--- src/rtl/fifo_rd_stream.sv ---
// Read-side consumer for the async FIFO: pops words and presents them as a valid/ready stream.
// Latency: first word valid 2 cycles after the first r_en; sustains 1 word/cycle thereafter.
// Backpressure: m_ready low holds m_valid/m_data stable; the credit rule on r_en keeps the 2-entry skid buffer from overflowing.
module fifo_rd_stream #(
    parameter int DATASIZE = 64,
    parameter int CNTSIZE  = 16
) (
    input  logic                rclk,
    input  logic                rrst_n,
    output logic                r_en,
    input  logic                rempty,
    input  logic [DATASIZE-1:0] rdata,
    output logic                m_valid,
    output logic [DATASIZE-1:0] m_data,
    input  logic                m_ready,
    output logic [CNTSIZE-1:0]  rd_count,
    output logic                busy
);

    logic [1:0]          occ_q, occ_d;
    logic                pend_q;
    logic [DATASIZE-1:0] buf0_q, buf0_d;
    logic [DATASIZE-1:0] buf1_q, buf1_d;
    logic [CNTSIZE-1:0]  cnt_q, cnt_d;
    logic                pop_out;
    logic [2:0]          level;
    logic [1:0]          occ_post;

    assign pop_out = m_valid & m_ready;

    // Entries held or in flight once this cycle's pop is taken out; at most 2.
    assign level = {1'b0, occ_q} + {2'b00, pend_q} - {2'b00, pop_out};

    // Gated by reset so no pop can be issued while the read side is held in reset.
    assign r_en = rrst_n & ~rempty & (level < 3'd2);

    always_comb begin
        buf0_d   = buf0_q;
        buf1_d   = buf1_q;
        occ_post = occ_q - {1'b0, pop_out};
        if (pop_out) begin
            buf0_d = buf1_q;
        end
        // Capture lands at the tail after the pop shifts, so a capture with occ=1 and a pop goes straight to the head.
        if (pend_q) begin
            if (occ_post == 2'd0) begin
                buf0_d = rdata;
            end else begin
                buf1_d = rdata;
            end
        end
        occ_d = level[1:0];
        cnt_d = cnt_q + {{(CNTSIZE-1){1'b0}}, pop_out};
    end

    always_ff @(posedge rclk or negedge rrst_n) begin
        if (!rrst_n) begin
            occ_q  <= 2'd0;
            pend_q <= 1'b0;
            buf0_q <= '0;
            buf1_q <= '0;
            cnt_q  <= '0;
        end else begin
            occ_q  <= occ_d;
            pend_q <= r_en;
            buf0_q <= buf0_d;
            buf1_q <= buf1_d;
            cnt_q  <= cnt_d;
        end
    end

    assign m_valid  = (occ_q != 2'd0);
    assign m_data   = buf0_q;
    assign rd_count = cnt_q;
    assign busy     = (occ_q != 2'd0) | pend_q;

endmodule

--- config.mk ---
export PLATFORM = sky130hd
export DESIGN_NAME = fifo_rd_stream
export DESIGN_NICKNAME = d
export VERILOG_FILES = /design/src/rtl/fifo_rd_stream.sv
export SDC_FILE = /design/constraint.sdc
export NUM_CORES = 1
export LEC_CHECK = 0
export ABC_AREA = 1
export ABC_CLOCK_PERIOD_IN_PS = 3840
export CELL_PAD_IN_SITES_DETAIL_PLACEMENT = 1
export CELL_PAD_IN_SITES_GLOBAL_PLACEMENT = 2
export CORE_ASPECT_RATIO = 1.4
export CORE_UTILIZATION = 30
export DETAILED_ROUTE_END_ITERATION = 7
export PLACE_DENSITY = 0.84
export REMOVE_ABC_BUFFERS = 1
export SKIP_LAST_GASP = 1
export SYNTH_ARGS = -nofsm -noshare
export SYNTH_HDL_FRONTEND = slang
export SYNTH_SLANG_ARGS = --single-unit
export TNS_END_PERCENT = 50
--- constraint.sdc ---
create_clock -name rclk -period 3.84 [get_ports rclk]
set_input_delay 0.576 -clock rclk [delete_from_list [all_inputs] [get_ports rclk]]
set_output_delay 0.576 -clock rclk [all_outputs]
set_load 0.005 [all_outputs]
==> impl_metrics.ini <==
[synthesis]
synth_cell_types = 22
synth-async-reset-ratio = 1.00
ys_seq_area_frac = 0.539
post_synth_inst_count = 863
syn-cell-area_mm2 = 0.00683
ys_dominant_reg_cell = dfrtp_1
ffs_latches_synth = 147
synth_largest_area_cell = dfrtp_1
synthesis.yosys.warnings = 0
post_synth_main_area_contributors = dfrtp_1 54%, nand2_1 12%, inv_1 9.6%, o21ai_1 7.1%, nand3_1 5.2%
avg_cell_area_syn_um2 = 7.91
ys_top_cells_by_count = 227 x nand2_1, 174 x inv_1, 147 x dfrtp_1
synth_top_cell_area_share = 0.539
yosys.cell_count.top_type = nand2_1
synth_edf_count = 0

[die]
io_pins = 151
floorplan.rows = 64
core-area_mm2 = 0.0221
floorplan.die.height_um = 180
fp.dieArea_mm2 = 0.0234
dieWidth_um = 129
initial_utilization = 0.309

[drt]
wl_mm = 18.0
postRouteAntennaNets = 0
detail_route.wl_per_cell_um = 13.7
drtIter0Drc = 200
avgViaCountPerCell = 4.40
drt_pass1_iterations = 4
number_of_remaining_drc_errors = 0
route.vias.total = 5741

[timing]
transition_time_at_the_pin_with_the_least_slew_margin_ps = 1080
pins_over_their_slew_limit = 0
setup_viol_count_final = 0
timing.final.crit_period_ps = 3500
postLayoutSetupSlackWorst_ps = 345
skew_ps = 7.06
max_freq_mhz = 286
worst_slew_margin_rel = 0.279
whs_ps = 19.7
rsz0062_at_grt = no
hold_violations = 0
timing.final.crit_share = 0.910

[final_layout]
layout_area_overhead_pct = 34.3
nets = 1068
post_route_cells_drive_above_1_share = 0.0496
antenna_cells = 0
post-route-cell-area_mm2 = 0.00917

[grt]
antenna_violations_before_repair = 0
grt.overflow.total = 0
grt_max_degree = 97
grt_first_pass_wirelength_mm = 30.7
grt_resource_usage_total = 0.169
grt_pass1_vias = 6099

[clocking]
clock_tree.root_cell = clkbuf_16
clkSinkCount = 147
clk_transition_reported_paths_ps = 60
cts_made_buffers = 17
hold_buffers = 0
post_cts_resize_count = 0
maximum_root_to_sink_buffer_count = 2
tritoncts = done
clock_tree.htree_level_count = 4
insertion_delay_ps = 430
postCtsSetupRepairBufs = 0

[pwr]
irDropWorstVdd_uv = 320
power_mw = 7.08
power.static_leakage_nw = 4.65
power_density_mw_per_mm2 = 772

[setup_path]
crit_required_ps = 3260
classification_of_the_worst_setup_path = input pin to output port
arrival_ps = 2920
timing.critical_path.from_type = input pin
maximum_fanout_along_the_worst_path = 3
worst_setup_path_end_kind = output port

[flow_run]
max_cap_viol_count = 0

[placement]
dp.final_hpwl_mm = 11.7
io_buffers = 150
post-place-ws_ps = 350
globalplace.congestion = 0.726
dpl-instance-area_mm2 = 0.00856

[hold_path]
hold_path_class = input pin to async pin

[run_status]
outcome = finished clean
==> cells by family after synthesis <==
logic type      Yosys count  share of synthesized area
xor+xnor                  8                     0.0103
simple gates            354                      0.215
flops                   147                      0.539
compound gates          130                     0.0953
buf+inv                 220                      0.132
fa+ha+maj                 4                    0.00843
==> cell type report <==
class                      instances  area (um2)
fill                            2673       12900
sequential                       147        3680
multi-input combinational        496        2270
timing repair buffer             158        1590
inverter                         176         661
clock buffer                      19         443
tap                              297         372
clock inverter                    13         160
==> worst max-delay path, cell delays in order <==
cell and delay [ps]:
clkdlybuf4s50_1 580, inv_2 70, nor2_4 100, nand2_1 90, nand2_1 70, ha_1 150
fa_1 440, nor3_1 260, clkdlybuf4s50_1 580
==> metrics by stage <==
stage / cells / setup TNS [ps] / util
finish: 1306 / 0 / 0.415
global route: 1306 / 0 / 0.415
CTS: 1306 / 0 / 0.415
detailed placement: 1274 / 0 / 0.388
global placement: 1274 / 0 / 0.388
floorplan: 819 / -1430 / -
==> registers in the layout, summed over array words and instances (netlist names) <==
name and cells:
buf1_q 64, occ_q 2, pend_q 1, rd_count 16, m_data 64
==> placed cells by master (no fill, tap or decap), types with 6 or more instances in the layout <==
| cell type | instances |
|---|---|
| buf_4 | 6 |
| clkbuf_16 | 17 |
| clkdlybuf4s50_1 | 149 |
| dfrtp_1 | 147 |
| inv_1 | 174 |
| nand2_1 | 227 |
| nand3_1 | 70 |
| nor2_1 | 43 |
| o21ai_0 | 33 |
| o21ai_1 | 97 |
==> worst paths after layout <==
kind,startpoint,end,slack [ps],cells past startpoint
setup / recovery,m_ready,r_en,340,9
hold / removal,rrst_n,buf1_q[37]$_DFFE_PN0P_,20,1
setup reg to reg,occ_q[1]$_DFF_PN0_,rd_count[10]$_DFF_PN0_,1530,9
hold reg to reg,buf1_q[18]$_DFFE_PN0P_,buf1_q[18]$_DFFE_PN0P_,480,2
max in group asynchronous,rrst_n,m_data[38]$_DFF_PN0_,2680,2
min in group rclk,buf1_q[18]$_DFFE_PN0P_,buf1_q[18]$_DFFE_PN0P_,480,2
==> power breakdown <==
group | leakage (nW) | internal (mW) | total (mW) | switching, mW
logic | 2.54 | 1.36 | 2.73 | 1.38
clock network | 0.281 | 1.04 | 1.71 | 0.679
registers | 1.83 | 2.24 | 2.63 | 0.397
total | 4.65 | 4.63 | 7.08 | 2.45
==> routing by layer <==
layer / share of wire / vias to the layer above / GRT usage
met4: 0.013 / 0 / 0.0544
met3: 0.037 / 13 / 0.0371
met5: 0 / - / 0
li1: - / 2885 / -
met1: 0.43 / 2745 / 0.204
met2: 0.52 / 98 / 0.293
No activity file was read; power rests on OpenSTA's default activity.
